<file path="src/rtl/mopshub_bus_init_seq_pkg.sv">
// Shared types and defaults for the MOPSHUB CAN-bus power-up/trim sequencer.
// Optional feature macro used by the sequencer: MOPSHUB_TRIM_RETRY_EN.
package mopshub_bus_init_seq_pkg;

    localparam int DEF_SETTLE_CYC   = 1024;
    localparam int DEF_RST_CYC      = 8;
    localparam int DEF_TRIM_TIMEOUT = 4096;
    localparam int DEF_MAX_RETRY    = 2;

    typedef enum logic [2:0] {
        ST_IDLE,
        ST_SCAN,
        ST_POWER,
        ST_RST,
        ST_TRIM_REQ,
        ST_TRIM_WAIT,
        ST_BUS_END,
        ST_DONE
    } bus_init_state_e;

    // Width able to index n items, never narrower than one bit.
    function automatic int cnt_width(input int n);
        return (n <= 2) ? 1 : $clog2(n);
    endfunction

    function automatic int max3(input int a, input int b, input int c);
        int m;
        m = (a > b) ? a : b;
        return (m > c) ? m : c;
    endfunction

endpackage

</file>
<file path="src/rtl/mopshub_bus_init_seq_if.sv">
// Handshake bundle between the bus-init sequencer, the MOPSHUB core and the trim engine.
// The sequencer connects through the slave modport; its controller uses master.
interface mopshub_bus_init_seq_if
    import mopshub_bus_init_seq_pkg::*;
#(
    parameter int N_BUSES = 32,
    parameter int CNT_W   = cnt_width(N_BUSES)
) ();

    logic               start_init;
    logic [CNT_W-1:0]   n_buses;
    logic [N_BUSES-1:0] bus_mask;
    logic               osc_auto_trim;
    logic               trim_done;
    logic               trim_ok;

    logic               power_bus_en;
    logic [CNT_W-1:0]   power_bus_cnt;
    logic               rst_bus;
    logic               start_trim_ack;
    logic               end_trim_bus;
    logic               end_power_init;
    logic               busy;
    logic [N_BUSES-1:0] bus_ok;
    logic [CNT_W:0]     fail_cnt;

    modport slave (
        input  start_init, n_buses, bus_mask, osc_auto_trim, trim_done, trim_ok,
        output power_bus_en, power_bus_cnt, rst_bus, start_trim_ack, end_trim_bus,
               end_power_init, busy, bus_ok, fail_cnt
    );

    modport master (
        output start_init, n_buses, bus_mask, osc_auto_trim, trim_done, trim_ok,
        input  power_bus_en, power_bus_cnt, rst_bus, start_trim_ack, end_trim_bus,
               end_power_init, busy, bus_ok, fail_cnt
    );

endinterface

</file>
<file path="src/rtl/mopshub_bus_init_seq_timer.sv">
// Loadable down-counter shared by the settle, bus-reset and trim-timeout phases.
// o_expired is high whenever the count sits at zero.
module mopshub_seq_timer #(
    parameter int W = 8
) (
    input  logic         i_clk,
    input  logic         i_rst,
    input  logic         i_load,
    input  logic [W-1:0] i_load_val,
    input  logic         i_en,
    output logic         o_expired
);

    logic [W-1:0] r_count;

    always_ff @(posedge i_clk) begin
        if (i_rst) begin
            r_count <= '0;
        end else if (i_load) begin
            r_count <= i_load_val;
        end else if (i_en && (r_count != '0)) begin
            r_count <= r_count - 1'b1;
        end
    end

    assign o_expired = (r_count == '0);

endmodule

</file>
<file path="src/rtl/mopshub_bus_init_seq.sv">
// Walks enabled CAN buses one at a time: power on, settle, reset pulse, oscillator trim.
// Define MOPSHUB_TRIM_RETRY_EN to retry a failed trim up to MAX_RETRY times per bus.
module mopshub_bus_init_seq
    import mopshub_bus_init_seq_pkg::*;
#(
    parameter int N_BUSES      = 32,
    parameter int CNT_W        = cnt_width(N_BUSES),
    parameter int SETTLE_CYC   = DEF_SETTLE_CYC,
    parameter int RST_CYC      = DEF_RST_CYC,
    parameter int TRIM_TIMEOUT = DEF_TRIM_TIMEOUT,
    parameter int MAX_RETRY    = DEF_MAX_RETRY
) (
    input  logic                    i_clk,
    input  logic                    i_rst,
    mopshub_bus_init_seq_if.slave   bus
);

    localparam int TMR_W = cnt_width(max3(SETTLE_CYC, RST_CYC, TRIM_TIMEOUT));
    localparam logic [TMR_W-1:0] SETTLE_LD = TMR_W'(SETTLE_CYC - 1);
    localparam logic [TMR_W-1:0] RST_LD    = TMR_W'(RST_CYC - 1);
    localparam logic [TMR_W-1:0] TRIM_LD   = TMR_W'(TRIM_TIMEOUT - 1);
    localparam logic [CNT_W:0]   LAST_IDX  = (CNT_W + 1)'(N_BUSES - 1);

    if (N_BUSES < 2 || N_BUSES > 64 || MAX_RETRY < 0 || SETTLE_CYC < 1 ||
        RST_CYC < 1 || TRIM_TIMEOUT < 1) begin : g_bad_param
        $error("mopshub_bus_init_seq: parameter out of range");
    end

    bus_init_state_e    r_state, w_next_state;
    logic [CNT_W:0]     r_idx;
    logic [CNT_W-1:0]   r_cnt;
    logic [CNT_W-1:0]   r_nbus;
    logic [N_BUSES-1:0] r_mask;
    logic [N_BUSES-1:0] r_bus_ok;
    logic [CNT_W:0]     r_fail_cnt;

    logic               w_start, w_idx_inc, w_sel_bus, w_pass, w_fail;
    logic               w_tmr_load, w_tmr_en, w_tmr_expired;
    logic [TMR_W-1:0]   w_tmr_val;
    logic               w_idx_valid;

    // The index is one bit wider than needed so the walk past the last bus never wraps.
    assign w_idx_valid = (r_idx <= {1'b0, r_nbus}) && (r_idx <= LAST_IDX);

`ifdef MOPSHUB_TRIM_RETRY_EN
    localparam int RTY_W = cnt_width(MAX_RETRY + 1);
    localparam logic [RTY_W-1:0] RETRY_LIM = RTY_W'(MAX_RETRY);

    logic [RTY_W-1:0] r_retry;
    logic             w_retry;

    always_ff @(posedge i_clk) begin
        if (i_rst) begin
            r_retry <= '0;
        end else if (w_sel_bus) begin
            r_retry <= '0;
        end else if (w_retry) begin
            r_retry <= r_retry + 1'b1;
        end
    end
`endif

    always_ff @(posedge i_clk) begin
        if (i_rst) begin
            r_state <= ST_IDLE;
        end else begin
            r_state <= w_next_state;
        end
    end

    always_comb begin
        w_next_state = r_state;
        w_start      = 1'b0;
        w_idx_inc    = 1'b0;
        w_sel_bus    = 1'b0;
        w_pass       = 1'b0;
        w_fail       = 1'b0;
        w_tmr_load   = 1'b0;
        w_tmr_val    = '0;
        w_tmr_en     = 1'b0;
`ifdef MOPSHUB_TRIM_RETRY_EN
        w_retry      = 1'b0;
`endif
        case (r_state)
            ST_IDLE: begin
                if (bus.start_init) begin
                    w_start      = 1'b1;
                    w_next_state = ST_SCAN;
                end
            end
            ST_SCAN: begin
                if (!w_idx_valid) begin
                    w_next_state = ST_DONE;
                end else if (!r_mask[r_idx[CNT_W-1:0]]) begin
                    w_idx_inc = 1'b1;
                end else begin
                    w_sel_bus    = 1'b1;
                    w_tmr_load   = 1'b1;
                    w_tmr_val    = SETTLE_LD;
                    w_next_state = ST_POWER;
                end
            end
            ST_POWER: begin
                w_tmr_en = 1'b1;
                if (w_tmr_expired) begin
                    w_tmr_load   = 1'b1;
                    w_tmr_val    = RST_LD;
                    w_next_state = ST_RST;
                end
            end
            ST_RST: begin
                w_tmr_en = 1'b1;
                if (w_tmr_expired) begin
                    if (bus.osc_auto_trim) begin
                        w_next_state = ST_TRIM_REQ;
                    end else begin
                        w_pass       = 1'b1;
                        w_next_state = ST_BUS_END;
                    end
                end
            end
            ST_TRIM_REQ: begin
                w_tmr_load   = 1'b1;
                w_tmr_val    = TRIM_LD;
                w_next_state = ST_TRIM_WAIT;
            end
            ST_TRIM_WAIT: begin
                w_tmr_en = 1'b1;
                // A trim answer arriving on the expiry cycle still counts as the answer.
                if (bus.trim_done && bus.trim_ok) begin
                    w_pass       = 1'b1;
                    w_next_state = ST_BUS_END;
                end else if (bus.trim_done || w_tmr_expired) begin
`ifdef MOPSHUB_TRIM_RETRY_EN
                    if (r_retry < RETRY_LIM) begin
                        w_retry      = 1'b1;
                        w_next_state = ST_TRIM_REQ;
                    end else begin
                        w_fail       = 1'b1;
                        w_next_state = ST_BUS_END;
                    end
`else
                    w_fail       = 1'b1;
                    w_next_state = ST_BUS_END;
`endif
                end
            end
            ST_BUS_END: begin
                w_idx_inc    = 1'b1;
                w_next_state = ST_SCAN;
            end
            ST_DONE: begin
                w_next_state = ST_IDLE;
            end
            default: begin
                w_next_state = ST_IDLE;
            end
        endcase
    end

    always_ff @(posedge i_clk) begin
        if (i_rst) begin
            r_idx      <= '0;
            r_cnt      <= '0;
            r_nbus     <= '0;
            r_mask     <= '0;
            r_bus_ok   <= '0;
            r_fail_cnt <= '0;
        end else begin
            if (w_start) begin
                r_nbus     <= bus.n_buses;
                r_mask     <= bus.bus_mask;
                r_bus_ok   <= '0;
                r_fail_cnt <= '0;
                r_idx      <= '0;
            end
            if (w_idx_inc) begin
                r_idx <= r_idx + 1'b1;
            end
            if (w_sel_bus) begin
                r_cnt <= r_idx[CNT_W-1:0];
            end
            if (w_pass) begin
                r_bus_ok[r_cnt] <= 1'b1;
            end
            if (w_fail) begin
                r_bus_ok[r_cnt] <= 1'b0;
                r_fail_cnt      <= r_fail_cnt + 1'b1;
            end
        end
    end

    mopshub_seq_timer #(
        .W          (TMR_W)
    ) u_timer (
        .i_clk      (i_clk),
        .i_rst      (i_rst),
        .i_load     (w_tmr_load),
        .i_load_val (w_tmr_val),
        .i_en       (w_tmr_en),
        .o_expired  (w_tmr_expired)
    );

    assign bus.power_bus_en   = (r_state == ST_POWER) || (r_state == ST_RST) ||
                                (r_state == ST_TRIM_REQ) || (r_state == ST_TRIM_WAIT);
    assign bus.power_bus_cnt  = r_cnt;
    assign bus.rst_bus        = (r_state == ST_RST);
    assign bus.start_trim_ack = (r_state == ST_TRIM_REQ);
    assign bus.end_trim_bus   = (r_state == ST_BUS_END);
    assign bus.end_power_init = (r_state == ST_DONE);
    assign bus.busy           = (r_state != ST_IDLE);
    assign bus.bus_ok         = r_bus_ok;
    assign bus.fail_cnt       = r_fail_cnt;

endmodule

</file>
<file path="src/flat_wrapper.sv">
// flat-port wrapper written by rule: the top's interface ports become plain ports
module mopshub_bus_init_seq_flat import mopshub_bus_init_seq_pkg::*;
#(
    parameter int N_BUSES      = 32,
    parameter int CNT_W        = cnt_width(N_BUSES),
    parameter int SETTLE_CYC   = DEF_SETTLE_CYC,
    parameter int RST_CYC      = DEF_RST_CYC,
    parameter int TRIM_TIMEOUT = DEF_TRIM_TIMEOUT,
    parameter int MAX_RETRY    = DEF_MAX_RETRY
)
  (i_clk, i_rst, bus_start_init, bus_n_buses, bus_bus_mask, bus_osc_auto_trim, bus_trim_done, bus_trim_ok, bus_power_bus_en, bus_power_bus_cnt, bus_rst_bus, bus_start_trim_ack, bus_end_trim_bus, bus_end_power_init, bus_busy, bus_bus_ok, bus_fail_cnt);
  mopshub_bus_init_seq_if #(.N_BUSES(N_BUSES), .CNT_W(CNT_W)) bus_i ();
  input  logic i_clk;
  input  logic i_rst;
  input wire logic [$bits(bus_i.start_init)-1:0] bus_start_init;
  input wire logic [$bits(bus_i.n_buses)-1:0] bus_n_buses;
  input wire logic [$bits(bus_i.bus_mask)-1:0] bus_bus_mask;
  input wire logic [$bits(bus_i.osc_auto_trim)-1:0] bus_osc_auto_trim;
  input wire logic [$bits(bus_i.trim_done)-1:0] bus_trim_done;
  input wire logic [$bits(bus_i.trim_ok)-1:0] bus_trim_ok;
  output wire logic [$bits(bus_i.power_bus_en)-1:0] bus_power_bus_en;
  output wire logic [$bits(bus_i.power_bus_cnt)-1:0] bus_power_bus_cnt;
  output wire logic [$bits(bus_i.rst_bus)-1:0] bus_rst_bus;
  output wire logic [$bits(bus_i.start_trim_ack)-1:0] bus_start_trim_ack;
  output wire logic [$bits(bus_i.end_trim_bus)-1:0] bus_end_trim_bus;
  output wire logic [$bits(bus_i.end_power_init)-1:0] bus_end_power_init;
  output wire logic [$bits(bus_i.busy)-1:0] bus_busy;
  output wire logic [$bits(bus_i.bus_ok)-1:0] bus_bus_ok;
  output wire logic [$bits(bus_i.fail_cnt)-1:0] bus_fail_cnt;
  assign bus_i.start_init = bus_start_init;
  assign bus_i.n_buses = bus_n_buses;
  assign bus_i.bus_mask = bus_bus_mask;
  assign bus_i.osc_auto_trim = bus_osc_auto_trim;
  assign bus_i.trim_done = bus_trim_done;
  assign bus_i.trim_ok = bus_trim_ok;
  assign bus_power_bus_en = bus_i.power_bus_en;
  assign bus_power_bus_cnt = bus_i.power_bus_cnt;
  assign bus_rst_bus = bus_i.rst_bus;
  assign bus_start_trim_ack = bus_i.start_trim_ack;
  assign bus_end_trim_bus = bus_i.end_trim_bus;
  assign bus_end_power_init = bus_i.end_power_init;
  assign bus_busy = bus_i.busy;
  assign bus_bus_ok = bus_i.bus_ok;
  assign bus_fail_cnt = bus_i.fail_cnt;
  mopshub_bus_init_seq #(.N_BUSES(N_BUSES), .CNT_W(CNT_W), .SETTLE_CYC(SETTLE_CYC), .RST_CYC(RST_CYC), .TRIM_TIMEOUT(TRIM_TIMEOUT), .MAX_RETRY(MAX_RETRY)) u_core (.i_clk(i_clk), .i_rst(i_rst), .bus(bus_i));
endmodule
</file>
<file path="config.mk">
export PLATFORM = sky130hd
export DESIGN_NAME = mopshub_bus_init_seq_flat
export DESIGN_NICKNAME = d
export VERILOG_FILES = /design/src/rtl/mopshub_bus_init_seq_pkg.sv /design/src/rtl/mopshub_bus_init_seq_if.sv /design/src/rtl/mopshub_bus_init_seq_timer.sv /design/src/rtl/mopshub_bus_init_seq.sv /design/src/flat_wrapper.sv
export SDC_FILE = /design/constraint.sdc
export NUM_CORES = 1
export LEC_CHECK = 0
export ABC_CLOCK_PERIOD_IN_PS = 3600
export CAP_MARGIN = 40
export CORE_MARGIN = 2
export CORE_UTILIZATION = 56
export CTS_CLUSTER_DIAMETER = 200
export DETAILED_ROUTE_END_ITERATION = 10
export GPL_TIMING_DRIVEN = 0
export HOLD_SLACK_MARGIN = 0.1
export PLACE_DENSITY = 0.85
export SLEW_MARGIN = 20
export SYNTH_ARGS = -nofsm -noshare
export SYNTH_HDL_FRONTEND = slang
export SYNTH_SLANG_ARGS = --single-unit
</file>
<file path="constraint.sdc">
create_clock -name i_clk -period 3.6 [get_ports i_clk]
set_input_delay 0.54 -clock i_clk [delete_from_list [all_inputs] [get_ports i_clk]]
set_output_delay 0.54 -clock i_clk [all_outputs]
set_load 0.02 [all_outputs]
</file>
### After elaboration in Yosys (flattened, before gate mapping)

Index checks and enable logic that the tools add are counted.
W data, S select, Z words.

* bits in registers: 101
* output and inout port bits: 49
* word-level logic and storage cells: 93

* order comparisons: 5
* reduce and logical (&&, ||, !) cells: 17
* equal/unequal tests: 12
* mux-type cells: 45
* bitwise gates (word level): 3
* add/subtract/negate cells: 3

Operators with widths (count)
* $mux W32: 5
* $mux W12: 3
* $pmux W12 S3: 1
* $and A32 B32 Y32: 1
* $not A32 Y32: 1
* $or A32 B32 Y32: 1
* $mux W3: 8
* $pmux W3 S8: 1
* $mux W6: 3
* $mux W1: 17
* $add A6 B1 Y6 const B: 2
* $eq A3 B3 Y1 const B: 4
* $logic_not A12 Y1: 1
* $lt A5 B6 Y1 const B: 2
* $reduce_bool A12 Y1: 1
* $sub A12 B1 Y12 const B: 1
* $mux W10: 1
* $eq A3 B2 Y1 const B: 2
* $le A6 B5 Y1: 1
* $le A6 B5 Y1 const B: 1
* $reduce_bool A2 Y1: 3
* $bmux W1 S5: 1
* $demux W1 S5: 1
* $ge A5 B1 Y1 const B: 1
* 14 further kinds: 22

### Logic depth before layout (Yosys ltp)

Gate-level depths: netlist (run 1).

* depth in word-level cells: 9
* depth in mapped cells: 12

### Hierarchy

Synthesis (run 1) repeated with hierarchy kept, for this count alone.

* cell total of the unflattened synthesis: 595
* area, all modules: 4914.7 um^2

Modules (own cells, without submodules)
* mopshub_bus_init_seq: instances 1, seq. area each 1781.7 um^2, cells each 505, area each 4161.5 um^2
* mopshub_seq_timer: instances 1, seq. area each 240.2 um^2, cells each 90, area each 753.2 um^2

### Worst setup path after synthesis (run 1)

Ideal clock, no wire load.

* path type: register to register
* start: reg u_core.r_idx[4]
* end: reg u_core.u_timer.r_count[3]
* path slack: 1336 ps
* buffers on the path: 2
* clock period less this slack: 2264 ps
* cell stages (with the launch flop): 11
* data arrival time: 2193 ps
* cells stage by stage: dfxtp_1 > ha_1 > and3_1 > o21ai_1 > a32oi_1 > or4_1 > o21bai_1 > buf_4 > and2_1 > buf_2 > a21oi_1

* cells in the longest elaborated chain, start to end: 6
* elaborated cells on any way between the ends: 13
* classes of those cells: order compare (2); mux (9); reduce/logical (2)

RTL lines
* from (decl): RTL line mopshub_bus_init_seq.sv:30 `logic [CNT_W:0] r_idx;`
* from (signal assigned): RTL line mopshub_bus_init_seq.sv:178 `r_idx <= r_idx + 1'b1;`
* $bmux W1 S5: RTL line mopshub_bus_init_seq.sv:94 `end else if (!r_mask[r_idx[CNT_W-1:0]]) begin`
* $mux W1 (not written as such): RTL line mopshub_bus_init_seq.sv:94
* $mux W10 or $mux W1 (tied branches): RTL line mopshub_bus_init_seq.sv:94
* $mux W12 or $mux W1 (tied branches): RTL line mopshub_bus_init_seq.sv:92 `if (!w_idx_valid) begin`
* $pmux W12 S3 or $pmux W1 S3 (tied branches): RTL line mopshub_bus_init_seq.sv:84 `case (r_state)`
* $mux W12 or $reduce_bool A2 Y1 (tied branches)
* to (signal assigned): RTL line mopshub_bus_init_seq_timer.sv:20 `r_count <= i_load_val;`
* to (signal assigned): RTL line mopshub_bus_init_seq_timer.sv:22 `r_count <= r_count - 1'b1;`
* to (decl): RTL line mopshub_bus_init_seq_timer.sv:14 `logic [W-1:0] r_count;`

Several ways; a longest one is shown, not always the timed one. The select of a mux whose other input is x is not followed.
A chain may end at the register's enable or synchronous reset.

### Worst setup path in the final report (run 1)

* start: reg u_core.r_state[1]
* end: out bus_end_trim_bus

* cells in the longest elaborated chain, start to end: 1

RTL lines
* from (decl): RTL line mopshub_bus_init_seq.sv:29 `bus_init_state_e r_state, w_next_state;`
* from (signal assigned): RTL line mopshub_bus_init_seq.sv:67 `r_state <= w_next_state;`
* $eq A3 B3 Y1: RTL line mopshub_bus_init_seq.sv:209 `assign bus.end_trim_bus = (r_state == ST_BUS_END);`
* to (decl): RTL line flat_wrapper.sv:25 `output wire logic [$bits(bus_i.end_trim_bus)-1:0] bus_end_trim_bus;`

No other way between the ends.

==> results of run 1 <==
[metrics by stage]
step	setup WS [ns]	hold WS (ns)
5_1_grt	0.801	0.483
3_3_place_gp	1.07	0.443
6_report	0.914	0.459
4_1_cts	0.924	0.460
2_1_floorplan	1.34	0.432
3_5_place_dp	0.985	0.446
[logic make-up after synthesis]
group / after synthesis
xor+xnor: 13
compound gates: 159
mux: 21
fa+ha+maj: 8
simple gates: 196
flops: 101
buf+inv: 51
[layout make-up]
type | count | area (sq um) | share of cell area
Sequential cell | 101 | 2020 | 0.337
Clock buffer | 10 | 138 | 0.0230
Inverter | 12 | 45.0 | 0.00752
Buffer | 39 | 166 | 0.0278
Clock inverter | 6 | 80.1 | 0.0134
Multi-Input combinational cell | 397 | 2490 | 0.415
Tap cell | 105 | 131 | 0.0219
Timing Repair Buffer | 93 | 921 | 0.154
[Yosys cell counts, types with 3 or more instances]
library cell,n
o21ai_0,7
nand4_1,5
nor2_1,22
o31ai_1,3
ha_1,8
buf_2,4
nand2_1,97
clkbuf_1,32
nor3_1,6
nor2_2,3
nor3b_1,5
mux2i_1,20
and2_1,3
nand3_1,10
a21oi_1,66
a211oi_1,33
xnor2_1,9
nor2b_1,4
nand2b_1,8
nand3b_1,3
and3_1,9
a22oi_1,35
xor2_1,4
dfxtp_1,101
inv_1,12
or3_1,3
nor2_4,3
[critical path, stage by stage (launching register included)]
cell             delay [ns]
dfxtp_1                0.37
clkbuf_1               0.33
nand3b_1               0.33
inv_1                  0.14
clkdlybuf4s50_1        0.61
[power groups by stage]
stage / logic, W / registers, W / clock network, W
final: 0.00138 / 0.00139 / 0.000779
after global routing: 0.00153 / 0.00141 / 0.000829
after CTS: 0.00137 / 0.00139 / 0.000782
after detailed placement: 0.00136 / 0.00142 / 0
after global placement: 0.00130 / 0.00140 / 0
after floorplan: 0.00101 / 0.00139 / 0
[sequential cells by signal, indices dropped and copies added, names as in the netlist]
signal and flops:
u_core.bus.bus_ok 32, u_core.r_mask 32, u_core.u_timer.r_count 12, u_core.bus.fail_cnt 6
u_core.r_idx 6, u_core.bus.power_bus_cnt 5, u_core.r_nbus 5, u_core.r_state 3
[layer usage]
metal  GRT usage  vias to the layer above  share of wire
met1       0.342                     2126           0.41
li1            -                     2171              -
met5           0                        -              0
met2       0.471                      216           0.49
met4       0.145                        0          0.025
met3      0.0501                       33          0.070
[worst paths after layout]
| kind | start | end | slack [ns] |
|---|---|---|---|
| setup / recovery | u_core.r_state[1]$_SDFFE_PP0P_ | bus_end_trim_bus | 0.91 |
| hold / removal | u_core.r_mask[10]$_SDFFE_PP0P_ | u_core.r_mask[10]$_SDFFE_PP0P_ | 0.46 |
| setup reg to reg | u_core.r_idx[4]$_SDFFE_PP0P_ | u_core.u_timer.r_count[8]$_SDFFE_PP0P_ | 0.98 |
| hold reg to reg | u_core.r_mask[10]$_SDFFE_PP0P_ | u_core.r_mask[10]$_SDFFE_PP0P_ | 0.46 |
==> metrics.yaml, run 1 <==
dp.cells: 745
place_area_sq_mm: 0.00577
synth_xor_area_frac: 0.0241
cp.required_ns: 3.06
place_hpwl_mm: 8.90
dieArea_sq_mm: 0.00919
power.switching_w: 0.00139
cts_sinks: 101
yosys_warnings: 0
synth_top_area_share: 0.428
relSlewSlack: 0.451
rsz0062_at_grt: "false"
vdd_drop_max_v: 0.000268
path_max_fanout: 10
core_area_sq_mm: 0.00822
grt_max_degree: 19
synth_mux_area_frac: 0.0472
internal-power_w: 0.00216
hp-class: "flip-flop to flip-flop"
drtIter0Drc: 235
io_buffers: 91
worst-setup-path-type: "flip-flop to output pin"
fmax_mhz: 372
post-cts-setup-buffer-count: 0
worst_slew_pin_slew_ns: 0.822
p_clk_frac: 0.219
cts_root_buf: "clkbuf_8"
synth_compound_area_frac: 0.221
grt-ovfl-total: 0
cts_buffer_depth: 2
cts_resized: 0
fin_setup_tns_ns: 0
drv_cap: 0
drt-total-wl_mm: 12.5
synth_top_flop_cell: "dfxtp_1"
via_per_inst: 5.96
mostFrequentLayoutCell: "dfxtp_1"
syn_inst: 549
cts_hold_buf: 0
drv_slew: 0
async_flop_share: 0
synthTopCellsByArea: "dfxtp_1 (43%), nand2_1 (7.7%), a21oi_1 (7.0%)"
outcome: "complete, no violations"
fillCellCount: 632
arrival_ns: 2.15
path_clk_slew_ns: 0.10
insertion_delay_ns: 0.37
antenna_left: 0
vias: 4546
dieWidth_um: 95.8
grt_pass1_wl_mm: 20.2
fin_cells: 763
synth_edf_count: 0
hold_viol: 0
cts_max_level: 3
mostFrequentLayoutCells: "dfxtp_1 (101), nand2_1 (97), clkdlybuf4s50_1 (91)"
gp_congestion: 0.931
cts_tree: "done"
synth_top_family_by_area: "compound AO/OA/AOI/OAI gates"
min_period_ns: 2.69
first_pass_iters: 7
pin_count: 92
synth-seq-cells: 101
power_w: 0.00355
power.density_mw_per_mm2: 592
syn-cell-area_sq_mm: 0.00472
wl_per_cell_um: 16.4
finalSetupViolCount: 0
start_util: 0.575
nets: 704
crit_path_start_kind: "flip-flop"
yosysTopAreaCell: "dfxtp_1"
syn_nets: 600
utilization: 0.729
synth_fa_ha_area_frac: 0.0212
drc_errors: 0
insertedDiodeCount: 0
ys_seq_area_frac: 0.428
track_usage: 0.280
drive_gt1_frac: 0.0669
antenna_found_initial: 0
r2r_cells: 10
synthSimpleGateAreaFrac: 0.214
combPwrFrac: 0.389
skew_ns: 0.0112
cts_buffers: 9
area_delta_synth_final_pct: 26.9
synth.distinct_cells: 54
whs_path_depth: 2
end_kind: "output pin"
final_cell_area_sq_mm: 0.00599
syn_area_per_cell_sq_um: 8.60
leakagePower_nw: 2.08
swShare: 0.391
grt_pass1_vias: 4456
pwr-share-seq: 0.392
die_height_um: 95.8
num_rows: 33
fin_crit_sh: 0.746
Note: power is estimated with default switching activity, not from simulation.
==> run 2, diff against run 1 <==
--- a/config.mk
+++ b/config.mk
@@ -5,15 +5,15 @@
 export SDC_FILE = /design/constraint.sdc
 export NUM_CORES = 1
 export LEC_CHECK = 0
-export ABC_CLOCK_PERIOD_IN_PS = 3600
+export ABC_CLOCK_PERIOD_IN_PS = 2200
 export CAP_MARGIN = 40
 export CORE_MARGIN = 2
-export CORE_UTILIZATION = 56
+export CORE_UTILIZATION = 47
 export CTS_CLUSTER_DIAMETER = 200
 export DETAILED_ROUTE_END_ITERATION = 10
 export GPL_TIMING_DRIVEN = 0
 export HOLD_SLACK_MARGIN = 0.1
-export PLACE_DENSITY = 0.85
+export PLACE_DENSITY = 0.76
 export SLEW_MARGIN = 20
 export SYNTH_ARGS = -nofsm -noshare
 export SYNTH_HDL_FRONTEND = slang
==> constraint.sdc (replaced) <==
create_clock -name i_clk -period 2.2 [get_ports i_clk]
set_input_delay 0.33 -clock i_clk [delete_from_list [all_inputs] [get_ports i_clk]]
set_output_delay 0.33 -clock i_clk [all_outputs]
set_load 0.02 [all_outputs]
==> run 2 against run 1 <==
  * Routed wire length increased by 3.5%
  * Critical endpoint is now u_core.r_idx[4]$_SDFFE_PP0P_
  * Worst setup slack got worse by 1.0 ns
  * The flow now finishes with violations (negative setup slack)
  * Core utilization decreased by 6.3 points
  * Via count decreased by 1.4%
  * Register-to-register slack got worse by 1.1 ns
==> metrics.yaml, run 2 (synthesis gave the netlist of run 1 again) <==
drv_slew: 0
layout_setup_ws_ns: -0.108
rsz0062_at_grt: "true"
crit_path_start_kind: "flip-flop"
cts_buffer_depth: 2
pin_count: 92
grt_pass1_wl_mm: 20.5
p_clk_frac: 0.181
drv_cap: 0
antenna_left: 0
violations: "negative setup slack"
antenna_found_initial: 0
drc_errors: 0
relSlewSlack: 0.290
end_kind: "flip-flop"
pwr-share-seq: 0.367
start_util: 0.483
power.switching_w: 0.00249
wl_per_cell_um: 16.0
cts_sinks: 101
fillCellCount: 795
mostFrequentLayoutCells: "nand2_1 (93), dfxtp_1 (92), clkdlybuf4s50_1 (88)"
grt_max_degree: 17
track_usage: 0.228
area_delta_synth_final_pct: 37.9
cp.required_ns: 2.48
hp-class: "flip-flop to flip-flop"
mostFrequentLayoutCell: "nand2_1"
worst_slew_pin_slew_ns: 1.06
swShare: 0.395
dieWidth_um: 104
core_area_sq_mm: 0.00977
path_clk_slew_ns: 0.10
io_buffers: 91
combPwrFrac: 0.452
cts_hold_buf: 0
vdd_drop_max_v: 0.000502
drive_gt1_frac: 0.180
grt_pass1_vias: 4310
drtIter0Drc: 235
first_pass_iters: 5
insertion_delay_ns: 0.37
power_w: 0.00630
gp_congestion: 0.880
place_hpwl_mm: 8.62
arrival_ns: 2.59
cts_root_buf: "clkbuf_8"
cts_max_level: 3
whs_ns: 0.460
num_rows: 36
fin_crit_sh: 1.05
nets: 723
insertedDiodeCount: 0
finalSetupViolCount: 14
min_period_ns: 2.31
outcome: "finished, violations left"
via_per_inst: 5.53
internal-power_w: 0.00381
path_max_fanout: 4
cts_buffers: 9
power.density_mw_per_mm2: 968
grt-ovfl-total: 0
dieArea_sq_mm: 0.0109
drt-total-wl_mm: 12.9
utilization: 0.666
vias: 4481
place_area_sq_mm: 0.00581
cts_tree: "done"
worst-setup-path-type: "flip-flop to flip-flop"
hold_viol: 0
die_height_um: 104
fmax_mhz: 433
skew_ns: 0.0132
leakagePower_nw: 2.31
final_cell_area_sq_mm: 0.00651
## run 2: area by class of cell
cell class                      instances  area, sq um  share of cell area
Timing Repair Buffer                  113         1100               0.169
Multi-Input combinational cell        397         2790               0.428
Clock inverter                          4         31.3             0.00480
Sequential cell                       101         2040               0.313
Inverter                               12         47.5             0.00730
Clock buffer                           12          155              0.0238
Tap cell                              133          166              0.0256
Buffer                                 38          189              0.0290
## run 2: path summary, 6_finish.rpt
path,end,slack [ns],start,cells past startpoint
worst max-delay path,u_core.r_idx[4]$_SDFFE_PP0P_,-0.11,u_core.r_nbus[3]$_SDFFE_PP0P_,11
worst min-delay path,u_core.r_mask[20]$_SDFFE_PP0P_,0.46,u_core.r_mask[20]$_SDFFE_PP0P_,2
worst max register to register,u_core.r_idx[4]$_SDFFE_PP0P_,-0.11,u_core.r_nbus[3]$_SDFFE_PP0P_,11
worst min register to register,u_core.r_mask[20]$_SDFFE_PP0P_,0.46,u_core.r_mask[20]$_SDFFE_PP0P_,2
## run 2: routing by layer
| layer | wire length, um | global-route usage |
|---|---|---|
| met3 | 642 | 0.0294 |
| met2 | 6320 | 0.400 |
| met4 | 234 | 0.0763 |
| met5 | 0 | 0 |
| met1 | 5740 | 0.290 |
## run 2: critical path, stage by stage, from the launching register on
cell and delay (ns):
dfxtp_2 0.35, inv_2 0.04, ha_4 0.21, a21o_1 0.16
a21oi_2 0.13, a32oi_2 0.09, or4_4 0.47, buf_6 0.14
o31ai_4 0.26, buf_6 0.18, nand2_4 0.04, a21oi_2 0.15
## run 2: power by group through the flow
| stage | sequential, W | clock [W] | combinational [W] |
|---|---|---|---|
| finish | 0.00231 | 0.00114 | 0.00285 |
| global route | 0.00235 | 0.00123 | 0.00311 |
| CTS | 0.00229 | 0.00114 | 0.00256 |
| detailed placement | 0.00232 | 0 | 0.00225 |
| global placement | 0.00230 | 0 | 0.00218 |
| floorplan | 0.00228 | 0 | 0.00168 |
## run 2: timing repair
item,4_1_cts,5_1_grt
pin swaps,13,25
cloned,0,0
setup buffers,14,7
endpoints found under the setup margin,64,97
gates resized for setup,44,51
## run 2: stage by stage
stage / setup slack [ns] / instances / setup TNS, ns
floorplan: 0.00117 / 549 / 0
CTS: -0.150 / 802 / -2.32
global route: -0.167 / 810 / -2.27
detailed placement: -0.348 / 773 / -8.74
global placement: -0.254 / 773 / -4.96
finish: -0.108 / 810 / -0.761
